[src/rtl/rtc_pkg.sv]
// Shared definitions for the RTC time-setting path: edit-state encoding,
// field widths and limits, and wrap-aware field arithmetic.
package rtc_pkg;

    localparam int HOUR_W = 5;
    localparam int MIN_W  = 6;

    localparam logic [HOUR_W-1:0] MAX_HOUR = 5'd23;
    localparam logic [MIN_W-1:0]  MAX_MIN  = 6'd59;

    typedef enum logic [1:0] {
        RUN      = 2'd0,
        SET_HOUR = 2'd1,
        SET_MIN  = 2'd2
    } state_t;

    // Out-of-range live values are replaced by zero when captured.
    function automatic logic [HOUR_W-1:0] clamp_hour(input logic [HOUR_W-1:0] h);
        return (h > MAX_HOUR) ? 5'd0 : h;
    endfunction

    function automatic logic [MIN_W-1:0] clamp_min(input logic [MIN_W-1:0] m);
        return (m > MAX_MIN) ? 6'd0 : m;
    endfunction

    // Step one unit up or down with explicit wrap compares.
    function automatic logic [HOUR_W-1:0] step_hour(input logic [HOUR_W-1:0] h,
                                                    input logic up);
        if (up) begin
            return (h == MAX_HOUR) ? 5'd0 : h + 5'd1;
        end else begin
            return (h == 5'd0) ? MAX_HOUR : h - 5'd1;
        end
    endfunction

    function automatic logic [MIN_W-1:0] step_min(input logic [MIN_W-1:0] m,
                                                  input logic up);
        if (up) begin
            return (m == MAX_MIN) ? 6'd0 : m + 6'd1;
        end else begin
            return (m == 6'd0) ? MAX_MIN : m - 6'd1;
        end
    endfunction

endpackage

[src/rtl/btn_debounce.sv]
// One push-button: 2-FF synchroniser, stability counter and a press pulse
// that is high in the cycle the debounced level is about to rise.
module btn_debounce #(
    parameter int DEBOUNCE_CYCLES = 1000000
) (
    input  logic clk,
    input  logic reset,
    input  logic btn,
    output logic press
);

    localparam int CNT_W = (DEBOUNCE_CYCLES > 1) ? $clog2(DEBOUNCE_CYCLES) : 1;

    logic             sync1_r;
    logic             sync2_r;
    logic             deb_r;
    logic [CNT_W-1:0] cnt_r;
    logic             settle_s;

    assign settle_s = (sync2_r != deb_r) && (cnt_r == CNT_W'(DEBOUNCE_CYCLES - 1));
    assign press    = settle_s & sync2_r;

    // Synchronise the raw input and track how long it has differed from the debounced level.
    always_ff @(posedge clk) begin
        if (!reset) begin
            sync1_r <= 1'b0;
            sync2_r <= 1'b0;
            deb_r   <= 1'b0;
            cnt_r   <= {CNT_W{1'b0}};
        end else begin
            sync1_r <= btn;
            sync2_r <= sync1_r;
            if (sync2_r == deb_r) begin
                cnt_r <= {CNT_W{1'b0}};
            end else if (settle_s) begin
                deb_r <= sync2_r;
                cnt_r <= {CNT_W{1'b0}};
            end else begin
                cnt_r <= cnt_r + CNT_W'(1);
            end
        end
    end

endmodule

[src/rtl/time_set_ctrl.sv]
// Hour/minute edit controller: debounced mode/up/down buttons drive a
// RUN -> SET_HOUR -> SET_MIN editor that commits with a one-cycle load.
module time_set_ctrl
    import rtc_pkg::*;
#(
    parameter int DEBOUNCE_CYCLES = 1000000,
    parameter int BLINK_CYCLES    = 25000000,
    parameter int TIMEOUT_CYCLES  = 1000000000
) (
    input  logic              clk,
    input  logic              reset,
    input  logic              btn_mode,
    input  logic              btn_up,
    input  logic              btn_down,
    input  logic [HOUR_W-1:0] cur_hour,
    input  logic [MIN_W-1:0]  cur_min,
    output logic [HOUR_W-1:0] set_hour,
    output logic [MIN_W-1:0]  set_min,
    output logic              load,
    output logic              setting,
    output logic              blank_hour,
    output logic              blank_min
);

    localparam int BLINK_W = (BLINK_CYCLES > 1) ? $clog2(BLINK_CYCLES) : 1;
    localparam int IDLE_W  = (TIMEOUT_CYCLES > 1) ? $clog2(TIMEOUT_CYCLES) : 1;

    logic mode_press_s, up_press_s, down_press_s;

    btn_debounce #(.DEBOUNCE_CYCLES(DEBOUNCE_CYCLES)) u_mode (
        .clk(clk), .reset(reset), .btn(btn_mode), .press(mode_press_s));
    btn_debounce #(.DEBOUNCE_CYCLES(DEBOUNCE_CYCLES)) u_up (
        .clk(clk), .reset(reset), .btn(btn_up), .press(up_press_s));
    btn_debounce #(.DEBOUNCE_CYCLES(DEBOUNCE_CYCLES)) u_down (
        .clk(clk), .reset(reset), .btn(btn_down), .press(down_press_s));

    state_t              state_r, state_s;
    logic [HOUR_W-1:0]   hour_r, hour_s;
    logic [MIN_W-1:0]    min_r, min_s;
    logic [IDLE_W-1:0]   idle_r, idle_s;
    logic [BLINK_W-1:0]  blink_r, blink_s;
    logic                phase_r, phase_s;
    logic                load_s;
    logic                any_press_s, step_s, timeout_s, entering_s, accepted_s;

    assign set_hour = hour_r;
    assign set_min  = min_r;

    // Exactly one of up/down, with mode taking priority, counts as a step.
    assign any_press_s = mode_press_s | up_press_s | down_press_s;
    assign step_s      = ~mode_press_s & (up_press_s ^ down_press_s);
    assign timeout_s   = (idle_r == IDLE_W'(TIMEOUT_CYCLES - 1)) & ~any_press_s;

    // Next-state, shadow-field, idle-timer and blink-phase computation.
    always_comb begin
        state_s = state_r;
        hour_s  = hour_r;
        min_s   = min_r;
        load_s  = 1'b0;
        case (state_r)
            RUN: begin
                if (mode_press_s) begin
                    state_s = SET_HOUR;
                    hour_s  = clamp_hour(cur_hour);
                    min_s   = clamp_min(cur_min);
                end else begin
                    state_s = RUN;
                end
            end
            SET_HOUR: begin
                if (mode_press_s) begin
                    state_s = SET_MIN;
                end else if (step_s) begin
                    hour_s = step_hour(hour_r, up_press_s);
                end else if (timeout_s) begin
                    state_s = RUN;
                end else begin
                    state_s = SET_HOUR;
                end
            end
            SET_MIN: begin
                if (mode_press_s) begin
                    state_s = RUN;
                    load_s  = 1'b1;
                end else if (step_s) begin
                    min_s = step_min(min_r, up_press_s);
                end else if (timeout_s) begin
                    state_s = RUN;
                end else begin
                    state_s = SET_MIN;
                end
            end
            default: begin
                state_s = RUN;
            end
        endcase

        entering_s = (state_s != state_r) && (state_s != RUN);
        accepted_s = (state_r != RUN) && step_s;

        if ((state_s == RUN) || entering_s || any_press_s) begin
            idle_s = {IDLE_W{1'b0}};
        end else begin
            idle_s = idle_r + IDLE_W'(1);
        end

        // Restart the blink on entry and on every step so the new value shows at once.
        if ((state_s == RUN) || entering_s || accepted_s) begin
            blink_s = {BLINK_W{1'b0}};
            phase_s = 1'b0;
        end else if (blink_r == BLINK_W'(BLINK_CYCLES - 1)) begin
            blink_s = {BLINK_W{1'b0}};
            phase_s = ~phase_r;
        end else begin
            blink_s = blink_r + BLINK_W'(1);
            phase_s = phase_r;
        end
    end

    // FSM state, shadow fields and all registered outputs.
    always_ff @(posedge clk) begin
        if (!reset) begin
            state_r    <= RUN;
            hour_r     <= 5'd0;
            min_r      <= 6'd0;
            idle_r     <= {IDLE_W{1'b0}};
            blink_r    <= {BLINK_W{1'b0}};
            phase_r    <= 1'b0;
            load       <= 1'b0;
            setting    <= 1'b0;
            blank_hour <= 1'b0;
            blank_min  <= 1'b0;
        end else begin
            state_r    <= state_s;
            hour_r     <= hour_s;
            min_r      <= min_s;
            idle_r     <= idle_s;
            blink_r    <= blink_s;
            phase_r    <= phase_s;
            load       <= load_s;
            setting    <= (state_s != RUN);
            blank_hour <= (state_s == SET_HOUR) & phase_s;
            blank_min  <= (state_s == SET_MIN) & phase_s;
        end
    end

endmodule
[config.mk]
export PLATFORM = sky130hd
export DESIGN_NAME = time_set_ctrl
export DESIGN_NICKNAME = d
export VERILOG_FILES = /design/src/rtl/rtc_pkg.sv /design/src/rtl/btn_debounce.sv /design/src/rtl/time_set_ctrl.sv
export SDC_FILE = /design/constraint.sdc
export NUM_CORES = 1
export LEC_CHECK = 0
export ABC_AREA = 0
export CORE_MARGIN = 2
export CORE_UTILIZATION = 40
export CTS_BUF_LIST = sky130_fd_sc_hd__clkbuf_2 sky130_fd_sc_hd__clkbuf_4 sky130_fd_sc_hd__clkbuf_8
export DETAILED_ROUTE_END_ITERATION = 8
export RECOVER_POWER = 100
export SLEW_MARGIN = 20
export SYNTH_ARGS = -nofsm -noshare
export SYNTH_HDL_FRONTEND = slang
export SYNTH_HIERARCHICAL = 1
export SYNTH_SLANG_ARGS = --single-unit
export TNS_END_PERCENT = 20
[constraint.sdc]
create_clock -name clk -period 3.7 [get_ports clk]
set_clock_uncertainty 0.15 [all_clocks]
set_input_delay 1.11 -clock clk [delete_from_list [all_inputs] [get_ports clk]]
set_output_delay 1.11 -clock clk [all_outputs]
set_load 0.02 [all_outputs]
==> results.rst, run 1 <==
.. list-table::
   :header-rows: 1

   * - Metric
     - Value
   * - Cells resized by post-CTS repair
     - 0
   * - DR WL/cell
     - 13.1 microns
   * - Clock network latency to the later pin of the worst-skew pair
     - 0.45 ns
   * - Number of enable-type register cells in the synthesized netlist
     - 0
   * - RR Startpoint
     - u_up/cnt_r[13]
   * - R2R Setup Slk
     - 0.59 ns
   * - H-tree depth
     - 4
   * - Synth Flop Type
     - sky130_fd_sc_hd__dfxtp_1
   * - Count of warnings emitted by yosys
     - 6
   * - Fraction of synthesis flops using an asynchronous set or reset pin
     - 0
   * - Bufs on Longest Clock Path
     - 2
   * - Crit path required time
     - 3.92 ns
   * - Number of cells produced by synthesis
     - 803
   * - Number of hold-repair buffers added at the cts stage
     - 0
   * - Area added between synthesis and finish
     - 12.0%
   * - Worst Max-Slew Pin Slew
     - 1.57 ns
   * - Violated checks
     - capacitance limit, slew limit
   * - Effective utilization at floorplan
     - 0.404
   * - Final estimated routing congestion in global placement
     - 0.831
   * - Number of iterations in the first detailed-routing pass
     - 5
   * - IO Port Bufs
     - 30
   * - Post-synthesis register bit count
     - 142
   * - Endpoint arrival time on the critical path
     - 3.33 ns
   * - Remaining number of nets flagged by the antenna check after routing
     - 0
   * - Horizontal extent of the die
     - 135 microns
   * - Share of final-layout standard cells stronger than drive strength 1
     - 0.0604
   * - WL final
     - 14.0 mm
   * - Max-cap violation count
     - 3
   * - DRC errors left
     - 0
   * - CP cell instances
     - or4_1, nor2_1, nand3_1, nor3b_2, nor2_1, and4_1, nand4_1, nand3_1, clkbuf_2, a21oi_1
   * - Vias in the first global route
     - 5172
   * - Slew Viols, Final
     - 42
   * - CTS tree
     - yes
   * - Number of setup buffers added after CTS
     - 0
   * - IR drop worst, VDD
     - 0.208 mV
   * - Power Density
     - 367 nW/um^2
   * - Critical path class
     - register to register
   * - Fraction of synthesized cell area taken by the top area cell type
     - 0.412
   * - Number of nets in the layout
     - 858
   * - Root Driver
     - sky130_fd_sc_hd__clkbuf_8
   * - Class of the worst hold path
     - register to register
   * - Antenna violations before repair
     - 0
   * - Worst max-slew margin expressed relative to the limit
     - -0.0523
   * - Leading area contributor after synthesis
     - sky130_fd_sc_hd__dfxtp_1
   * - Worst Reg2Reg Path Length in Cells
     - 10
   * - Detailed placement HPWL
     - 9.78 mm
   * - Portion of the post-synthesis area used by sequential elements
     - 0.412
   * - Global-route wire length before repair
     - 24.4 mm
   * - Number of vias after detailed routing
     - 5619
   * - Area of the die
     - 18300 sq um
   * - Synthesized cell area
     - 6910 sq um
   * - Leakage power total
     - 0.00250 uW
   * - Count of clock tree sinks
     - 142
   * - Maximum net fanout on the critical path
     - 30
   * - Total of endpoints with negative setup slack in the final report
     - 0
   * - Beginning of the worst hold path
     - u_up/sync1_r
   * - CTS Buf Count
     - 17
   * - Overflow left after global routing
     - 0
   * - Number of cells on the worst hold path
     - 1
   * - Ports placed on the boundary
     - 31
   * - Count of distinct cell types in the synthesized netlist
     - 62
   * - Share of the cycle needed by the critical path after routing
     - 0.841
   * - Worst min-delay path endpoint
     - u_up/sync2_r
   * - Total negative slack
     - 0 ns
   * - Via-to-Cell Ratio
     - 5.25
   * - Final core utilization
     - 0.452
   * - Worst setup SP type
     - register
   * - RSZ-0062 raised after global routing
     - no
   * - Die span in y
     - 135 microns
   * - Pin count of the biggest net entering global routing
     - 31
   * - Leading cell type in the layout, fill and taps excluded
     - sky130_fd_sc_hd__dfxtp_1
   * - Final critical delay including setup and external delays
     - 3.11 ns
   * - Clock-pin slew on the worst setup and hold paths
     - 0.07 ns
   * - Hold violation count in the final report
     - 0
   * - Timing-limited maximum frequency
     - 0.321 GHz
   * - Initial detailed-routing violation count
     - 426
   * - Placement row count
     - 48
   * - Critical path's slowest cell
     - sky130_fd_sc_hd__or4_1
   * - Diode insertion count for antenna repair
     - 0
   * - Slowest cell delay on critical path
     - 0.55 ns
   * - R2r endpoint
     - idle_r[19]
   * - Commonest cells after routing, fill and taps aside
     - sky130_fd_sc_hd__dfxtp_1 (142), sky130_fd_sc_hd__nor2_1 (126), sky130_fd_sc_hd__nand3_1 (58)
   * - Run status
     - complete, but fails checks
   * - Post-Syn Area per Cell
     - 8.60 sq um
   * - Sort of element at the end of the critical path
     - register
   * - Total routing resource utilization after global routing
     - 0.164
   * - Standard cell core area
     - 17100 sq um
   * - Number of nets in the synthesized netlist
     - 829
   * - Largest cells by area after synthesis
     - sky130_fd_sc_hd__dfxtp_1 (41%), sky130_fd_sc_hd__nor2_1 (6.8%), sky130_fd_sc_hd__xor2_1 (6.2%)
worst max-delay path by stage:
stage | from | to | slack [ns] | depth (start not counted)
after floorplan | u_up/cnt_r[13] | set_hour[0] | 0.88 | 9
after global placement | u_up/cnt_r[13] | set_min[3] | 0.74 | 10
after CTS | u_up/cnt_r[13] | set_hour[3] | 0.62 | 9
after detailed placement | u_up/cnt_r[13] | set_hour[3] | 0.64 | 9
after global routing | u_mode/cnt_r[12] | set_hour[3] | 0.20 | 10
final | u_up/cnt_r[13] | idle_r[19] | 0.59 | 10
metal layers:
layer  vias to the layer above  global-route usage  share of wire
met5                         -                   0              0
met4                         0              0.0677          0.016
met3                        16              0.0363          0.035
met2                        84               0.246           0.43
met1                      2617               0.228           0.51
li1                       2902                   -              -
cells by family after synthesis:
| group | Yosys count | synth area share |
|---|---|---|
| and+or+nand+nor | 401 | 0.315 |
| DFF | 142 | 0.412 |
| AOI/OAI and AO/OA | 103 | 0.0953 |
| xor gates and xnor gates | 92 | 0.117 |
| buffers and inverters | 53 | 0.0384 |
| adders and majority gates | 10 | 0.0181 |
| muxes | 2 | 0.00471 |
Yosys cell counts, drive strengths merged (6+ instances only):
| master | instances |
|---|---|
| nand3 | 58 |
| xnor2 | 43 |
| buf | 15 |
| o21ai | 25 |
| and2 | 16 |
| nor3 | 15 |
| nor4 | 7 |
| nor2 | 127 |
| o31ai | 10 |
| nand4 | 39 |
| and3 | 20 |
| and4 | 9 |
| ha | 10 |
| nand2 | 41 |
| or4 | 17 |
| inv | 27 |
| nor3b | 7 |
| xor2 | 49 |
| a21oi | 33 |
| nand2b | 6 |
| clkbuf | 11 |
| nor2b | 8 |
| o211ai | 6 |
| or3 | 13 |
| dfxtp | 142 |
power breakdown:
part,total (uW),internal [uW],switching [uW],leakage (uW)
combinational,42.7,21.8,20.9,0.00115
clock,1260,676,584,0.000213
sequential,1530,1530,2.87,0.00114
sequential cells by signal, indices dropped and copies added, names as in the netlist, 2 cells and up:
| register | count |
|---|---|
| idle_r | 30 |
| u_up/cnt_r | 20 |
| set_min | 6 |
| set_hour | 5 |
| u_mode/cnt_r | 20 |
| state_r | 2 |
| u_down/cnt_r | 20 |
| blink_r | 25 |
metrics by stage:
stage	instances	setup slack (ns)	area (sq um)	hold WS [ns]	power (uW)
final	1070	0.589	7740	0.294	2840
after global routing	1070	0.201	7740	0.333	2950
after floorplan	803	0.883	6910	0.262	1590
after detailed placement	1038	0.637	7370	0.276	1610
after global placement	1038	0.740	7370	0.276	1610
after CTS	1070	0.624	7780	0.294	2880
critical path, delay by kind of cell (launching register included):
kind / cells / cell delay, ns
AOI/OAI and AO/OA: 1 / 0.23
DFF: 1 / 0.36
and+or+nand+nor: 8 / 1.89
buffers and inverters: 1 / 0.39
final cells by class:
type	instances	area, sq um
clock buffers	24	299
clock inverters	8	105
fillers	1722	9380
inverters	27	101
multi-input cells	608	3770
flip-flops and latches	142	2840
well taps	225	282
repair buffers	36	335
Power figures use the tool's default switching activity.
==> run 2, diff against run 1 <==
Clock period 3.7 ns to 3.19 ns, I/O delays scaled along.
==> run 2 against run 1 <==
The run now ends clean. Register-to-register slack worse by 0.28 ns. First-iteration DRC count down 9.6%. Non-clock buffer count up 9. Clock power up 14%. Clock-buffer cell count down 1. Critical endpoint is now set_min[2]. Largest power group unchanged. Highest routed layer unchanged.
==> results.rst, run 2 (synthesis results as in run 1) <==
.. list-table::
   :header-rows: 1

   * - Metric
     - Value
   * - Remaining number of nets flagged by the antenna check after routing
     - 0
   * - IO Port Bufs
     - 30
   * - Max reg flops
     - 30
   * - Worst path setup slack after routing
     - 0.309 ns
   * - Placement row count
     - 48
   * - Initial detailed-routing violation count
     - 385
   * - Number of nets in the layout
     - 867
   * - Leading cell type in the layout, fill and taps excluded
     - sky130_fd_sc_hd__dfxtp_1
   * - Clock power frac
     - 0.441
   * - Net Sw Frac
     - 0.214
   * - Area of the die
     - 18300 sq um
   * - Crit path required time
     - 3.39 ns
   * - RR Startpoint
     - u_down/cnt_r[13]
   * - Total negative slack
     - 0 ns
   * - Max-cap violation count
     - 0
   * - Worst slack at placement
     - 0.305 ns
   * - Via-to-Cell Ratio
     - 5.12
   * - Clock network latency to the later pin of the worst-skew pair
     - 0.45 ns
   * - Sort of element at the end of the critical path
     - register
   * - Part of the power in combinational logic
     - 0.015
   * - Number of setup buffers added after CTS
     - 0
   * - Maximum net fanout on the critical path
     - 12
   * - Run status
     - finished clean
   * - Total of endpoints with negative setup slack in the final report
     - 0
   * - DRC errors left
     - 0
   * - Cell internal pwr
     - 2570 uW
   * - Endpoint arrival time on the critical path
     - 3.08 ns
   * - Worst setup SP type
     - register
   * - Register with the most flip-flops
     - idle_r
   * - Final-layout worst hold slack
     - 0.296 ns
   * - Overflow left after global routing
     - 0
   * - Share of the cycle needed by the critical path after routing
     - 0.903
   * - Share of final-layout standard cells stronger than drive strength 1
     - 0.0726
   * - Largest registers in the final layout
     - idle_r (30), blink_r (25)
   * - Final critical delay including setup and external delays
     - 2.88 ns
   * - Standard cell core area
     - 17100 sq um
   * - Horizontal extent of the die
     - 135 microns
   * - Cell family with most CP delay
     - simple AND/OR/NAND/NOR gates
   * - Timing-limited maximum frequency
     - 0.347 GHz
   * - Area added between synthesis and finish
     - 13.1%
   * - Portion of total power attributed to sequential cells
     - 0.544
   * - Hold violation count in the final report
     - 0
   * - CTS Buf Count
     - 17
   * - Final core utilization
     - 0.456
   * - Number of hold-repair buffers added at the cts stage
     - 0
   * - Diode insertion count for antenna repair
     - 0
   * - Die span in y
     - 135 microns
   * - DR WL/cell
     - 13.1 microns
   * - Beginning of the worst hold path
     - u_up/sync1_r
   * - Slowest cell delay on critical path
     - 0.55 ns
   * - Net switching power
     - 700 uW
   * - Global-route wire length before repair
     - 24.1 mm
   * - Ports placed on the boundary
     - 31
   * - Vias in the first global route
     - 5011
   * - Leakage power total
     - 0.00255 uW
   * - Pin count of the biggest net entering global routing
     - 21
   * - Bufs on Longest Clock Path
     - 2
   * - Clock-pin slew on the worst setup and hold paths
     - 0.08 ns
   * - Number of iterations in the first detailed-routing pass
     - 5
   * - Worst max-slew margin expressed relative to the limit
     - 0.395
   * - Class of the worst hold path
     - register to register
   * - Effective utilization at floorplan
     - 0.404
   * - Total routing resource utilization after global routing
     - 0.163
   * - Root Driver
     - sky130_fd_sc_hd__clkbuf_8
   * - Number of buffers and inverters on the critical path
     - 1
   * - WL final
     - 14.2 mm
   * - Detailed placement HPWL
     - 9.91 mm
   * - Launch point of the critical path
     - u_down/cnt_r[13]
   * - Final estimated routing congestion in global placement
     - 0.817
   * - Count of clock tree sinks
     - 142
   * - Antenna violations before repair
     - 0
   * - Number of vias after detailed routing
     - 5529
   * - Worst Max-Slew Pin Slew
     - 0.905 ns
   * - Commonest cells after routing, fill and taps aside
     - sky130_fd_sc_hd__dfxtp_1 (142), sky130_fd_sc_hd__nor2_1 (126), sky130_fd_sc_hd__nand3_1 (58)
   * - Power Density
     - 419 nW/um^2
   * - RSZ-0062 raised after global routing
     - no
   * - Critical path class
     - register to register
   * - IR drop worst, VDD
     - 0.228 mV
   * - Critical path's slowest cell
     - sky130_fd_sc_hd__or4_1
   * - Slew Viols, Final
     - 0
   * - FILL cells
     - 1676
   * - CTS tree
     - yes
   * - CP cell instances
     - or4_1, nor2_1, nand3_1, nor3b_1, xor2_1, nand3b_1, a21oi_1, buf_4, o41ai_1, a32o_1
   * - Cells resized by post-CTS repair
     - 0
   * - H-tree depth
     - 4
[run 2: cell type report]
class	instances	area, sq um	share of cell area
clock inverter	9	110	0.0141
multi-input combinational	608	3790	0.485
sequential	142	2840	0.364
inverter	27	101	0.0130
tap	225	282	0.0360
timing repair buffer	45	399	0.0511
clock buffer	23	292	0.0373
[run 2: worst paths after layout]
kind	to	slack, ns	depth (start not counted)
worst min register to register	u_up/sync2_r	0.30	1
worst max-delay path	set_min[2]	0.31	10
worst min-delay path	u_up/sync2_r	0.30	1
worst max register to register	set_min[2]	0.31	10
[run 2: layer usage]
| layer | GRT usage | up-vias | wire (microns) |
|---|---|---|---|
| met2 | 0.235 | 72 | 6070 |
| met4 | 0.0561 | 0 | 225 |
| met1 | 0.233 | 2510 | 7250 |
| li1 | - | 2930 | - |
| met5 | 0 | - | 0 |
| met3 | 0.0486 | 17 | 632 |
[run 2: power groups by stage]
| stage | Combinational [uW] | Sequential, uW | Clock (uW) |
|---|---|---|---|
| after floorplan | 23.7 | 1820 | 0 |
| after global placement | 52.5 | 1820 | 0 |
| after detailed placement | 51.8 | 1820 | 0 |
| after CTS | 52.1 | 1780 | 1500 |
| after global routing | 55.4 | 1780 | 1570 |
| final | 50.1 | 1780 | 1440 |
[run 2: through the flow]
step                      power (uW)  area [sq um]  std cells
after floorplan                 1840          6910        803
after global placement          1870          7440       1047
after detailed placement        1870          7440       1047
after CTS                       3340          7840       1079
after global routing            3410          7810       1079
final                           3270          7810       1079
==> run 3, diff against run 2 <==
Settings changed: SYNTH_HIERARCHICAL 1 to unset.
==> run 3 against run 2 <==
Sequential power hardly changed. Cell count is 2.7% lower. Flip-flop and latch count stayed put. Routed wire length shrank 7.5%. Clock power is 20% higher. Combinational power is 0.8% higher. Non-clock buffer count decreased by 6. Setup slack got worse by 0.029 ns. Core utilization is 0.98 points higher. Total power is 8.9% higher. Worst hold slack got worse by 0.010 ns. Global-route usage is 0.80 points lower. Largest cell class unchanged. Largest power group unchanged. Highest routed layer unchanged.
==> results.rst, run 3 <==
.. list-table::
   :header-rows: 1

   * - Metric
     - Value
   * - Class of the worst hold path
     - register to register
   * - Max-cap violation count
     - 0
   * - Placement row count
     - 47
   * - IR drop worst, VDD
     - 0.330 mV
   * - Endpoint arrival time on the critical path
     - 1.80 ns
   * - H-tree depth
     - 4
   * - Crit path required time
     - 2.08 ns
   * - Worst Reg2Reg Path Length in Cells
     - 7
   * - CTS tree
     - yes
   * - Final critical delay including setup and external delays
     - 2.91 ns
   * - Final non-filler cell total
     - 1050
   * - Count of distinct cell types in the synthesized netlist
     - 66
   * - Initial detailed-routing violation count
     - 259
   * - Remaining number of nets flagged by the antenna check after routing
     - 0
   * - Leakage power total
     - 0.00268 uW
   * - Post-synthesis register bit count
     - 142
   * - Number of hold-repair buffers added at the cts stage
     - 0
   * - Share of final-layout standard cells stronger than drive strength 1
     - 0.0614
   * - Overflow left after global routing
     - 0
   * - Cells resized by post-CTS repair
     - 0
   * - Register with the most flip-flops
     - idle_r
   * - Portion of the post-synthesis area used by sequential elements
     - 0.422
   * - # placed instances
     - 1018
   * - Number of cells on the worst hold path
     - 1
   * - Synth Flop Type
     - sky130_fd_sc_hd__dfxtp_1
   * - Largest registers in the final layout
     - idle_r (30), blink_r (25)
   * - Hold violation count in the final report
     - 0
   * - Effective utilization at floorplan
     - 0.407
   * - Horizontal extent of the die
     - 134 microns
   * - Cell family with most CP delay
     - buffers and inverters
   * - CP cell instances
     - dlygate4sd3_1
   * - Via-to-Cell Ratio
     - 4.88
   * - Maximum net fanout on the critical path
     - 14
   * - Most numerous cell types in the synthesized netlist
     - sky130_fd_sc_hd__nor2_1 (157), sky130_fd_sc_hd__dfxtp_1 (142), sky130_fd_sc_hd__xor2_1 (76)
   * - Critical path class
     - register to primary output
   * - Final estimated routing congestion in global placement
     - 0.812
   * - Worst max-slew margin expressed relative to the limit
     - 0.374
   * - Slowest cell delay on critical path
     - 0.74 ns
   * - Bufs on Longest Clock Path
     - 2
   * - Non-Filler Cell Area, Final
     - 7700 sq um
   * - Total routing resource utilization after global routing
     - 0.155
   * - Ports placed on the boundary
     - 31
   * - Share of the cycle needed by the critical path after routing
     - 0.912
   * - Count of clock tree sinks
     - 142
   * - Slew Viols, Final
     - 0
   * - DR WL/cell
     - 12.5 microns
   * - Fraction of synthesis flops using an asynchronous set or reset pin
     - 0
   * - Sort of element at the end of the critical path
     - primary output
   * - CTS Buf Count
     - 17
   * - Number of iterations in the first detailed-routing pass
     - 4
   * - Standard cell core area
     - 16500 sq um
   * - Diode insertion count for antenna repair
     - 0
   * - Worst Max-Slew Pin Slew
     - 0.932 ns
   * - Largest cells by area after synthesis
     - sky130_fd_sc_hd__dfxtp_1 (42%), sky130_fd_sc_hd__xor2_1 (9.9%), sky130_fd_sc_hd__nor2_1 (8.8%)
   * - Synthesized cell area
     - 6730 sq um
   * - FILL cells
     - 1620
   * - Commonest cells after routing, fill and taps aside
     - sky130_fd_sc_hd__nor2_1 (157), sky130_fd_sc_hd__dfxtp_1 (142), sky130_fd_sc_hd__xor2_1 (76)
   * - Post-Syn Area per Cell
     - 8.60 sq um
   * - Final-layout worst hold slack
     - 0.286 ns
   * - Vias in the first global route
     - 4781
   * - Total negative slack
     - 0 ns
   * - Worst setup SP type
     - register
   * - DRC errors left
     - 0
   * - Root Driver
     - sky130_fd_sc_hd__clkbuf_8
   * - Number of nets in the layout
     - 843
   * - IO Port Bufs
     - 30
   * - Die span in y
     - 134 microns
   * - Number of vias after detailed routing
     - 5127
   * - Pin count of the biggest net entering global routing
     - 31
   * - Leading area contributor after synthesis
     - sky130_fd_sc_hd__dfxtp_1
   * - Number of buffers and inverters on the critical path
     - 1
   * - Number of nets in the synthesized netlist
     - 809
   * - Instance area after placement
     - 7270 sq um
   * - Number of cells produced by synthesis
     - 783
   * - Max reg flops
     - 30
   * - Antenna violations before repair
     - 0
   * - Area added between synthesis and finish
     - 14.4%
   * - Clock-pin slew on the worst setup and hold paths
     - 0.08 ns
   * - Fraction of synthesized cell area taken by the top area cell type
     - 0.422
   * - Count of warnings emitted by yosys
     - 0
   * - Run status
     - finished clean
   * - WL final
     - 13.1 mm
   * - Total of endpoints with negative setup slack in the final report
     - 0
   * - Detailed placement HPWL
     - 9.02 mm
   * - Area of the die
     - 17900 sq um
   * - Leading cell type in the layout, fill and taps excluded
     - sky130_fd_sc_hd__nor2_1
   * - Timing-limited maximum frequency
     - 0.344 GHz
   * - Leading cell type by number of instances after synthesis
     - sky130_fd_sc_hd__nor2_1
   * - RSZ-0062 raised after global routing
     - no
   * - Clock network latency to the later pin of the worst-skew pair
     - 0.44 ns
   * - Number of setup buffers added after CTS
     - 0
   * - Critical path's slowest cell
     - sky130_fd_sc_hd__dlygate4sd3_1
   * - Total stage count of the critical path
     - 1
   * - Power Density
     - 462 nW/um^2
   * - Global-route wire length before repair
     - 22.7 mm
   * - Number of enable-type register cells in the synthesized netlist
     - 0
run 3: cell count changes in the layout (fill, tap and decap cells not counted), moves of 9 or more:
| cell | delta |
|---|---|
| sky130_fd_sc_hd__nand2_1 | +13 |
| sky130_fd_sc_hd__o21ai_0 | -11 |
| sky130_fd_sc_hd__and3_1 | +11 |
| sky130_fd_sc_hd__or4_1 | -13 |
| sky130_fd_sc_hd__nand3_1 | -9 |
| sky130_fd_sc_hd__o31ai_1 | -9 |
| sky130_fd_sc_hd__nor2_1 | +31 |
| sky130_fd_sc_hd__buf_4 | -9 |
| sky130_fd_sc_hd__xor2_1 | +27 |
| sky130_fd_sc_hd__a21oi_1 | -17 |
| sky130_fd_sc_hd__nand4_1 | -13 |
run 3: worst reg2reg max path, delay by kind of cell, from the launching register on:
kind / cells / cell delay (ns)
AOI/OAI and AO/OA: 2 / 0.53
and+or+nand+nor: 4 / 1.47
DFF: 1 / 0.35
adders and majority gates: 1 / 0.21
run 3: final timing paths:
kind,slack [ns],to,startpoint
worst max-delay path,0.28,set_min[2],set_min[2]
worst min-delay path,0.29,u_up.sync2_r,u_up.sync1_r
worst max register to register,0.37,set_min[5],u_mode.cnt_r[0]
worst min register to register,0.29,u_up.sync2_r,u_up.sync1_r
run 3: cell families (layout without fill, tap and decap cells):
| kind of cell | Yosys count | in the layout | synth area share |
|---|---|---|---|
| mux | 9 | 9 | 0.0138 |
| fa+ha+maj | 10 | 10 | 0.0186 |
| buf+inv | 43 | 90 | 0.0256 |
| xor+xnor | 115 | 115 | 0.150 |
| simple gates | 401 | 401 | 0.305 |
| compound gates | 63 | 63 | 0.0649 |
| flops | 142 | 142 | 0.422 |
run 3: per-layer routing:
metal	share of wire	global-route usage	vias up
met3	0.027	0.0369	11
met4	0.012	0.0514	0
met1	0.52	0.215	2325
met5	0	0	-
li1	-	-	2749
met2	0.44	0.239	42
run 3: where the power goes:
part	internal, uW	switching, uW
combinational	25.1	25.4
sequential	1780	2.65
clock	1030	700
total	2830	729
run 3: stage by stage:
step	utilization	worst slack, ns	total power [uW]
after floorplan	-	0.808	1840
after global placement	0.440	0.345	1870
after detailed placement	0.440	0.333	1870
after CTS	0.470	0.278	3610
after global routing	0.466	0.116	3690
final	0.466	0.280	3560
run 3: cell type report:
type	instances	area, sq um	share of cell area
Clock buffer	18	248	0.0322
Inverter	19	71.3	0.00926
Clock inverter	14	239	0.0310
Tap cell	220	275	0.0357
Multi-Input combinational cell	598	3690	0.479
Sequential cell	142	2840	0.369
Timing Repair Buffer	39	340	0.0442
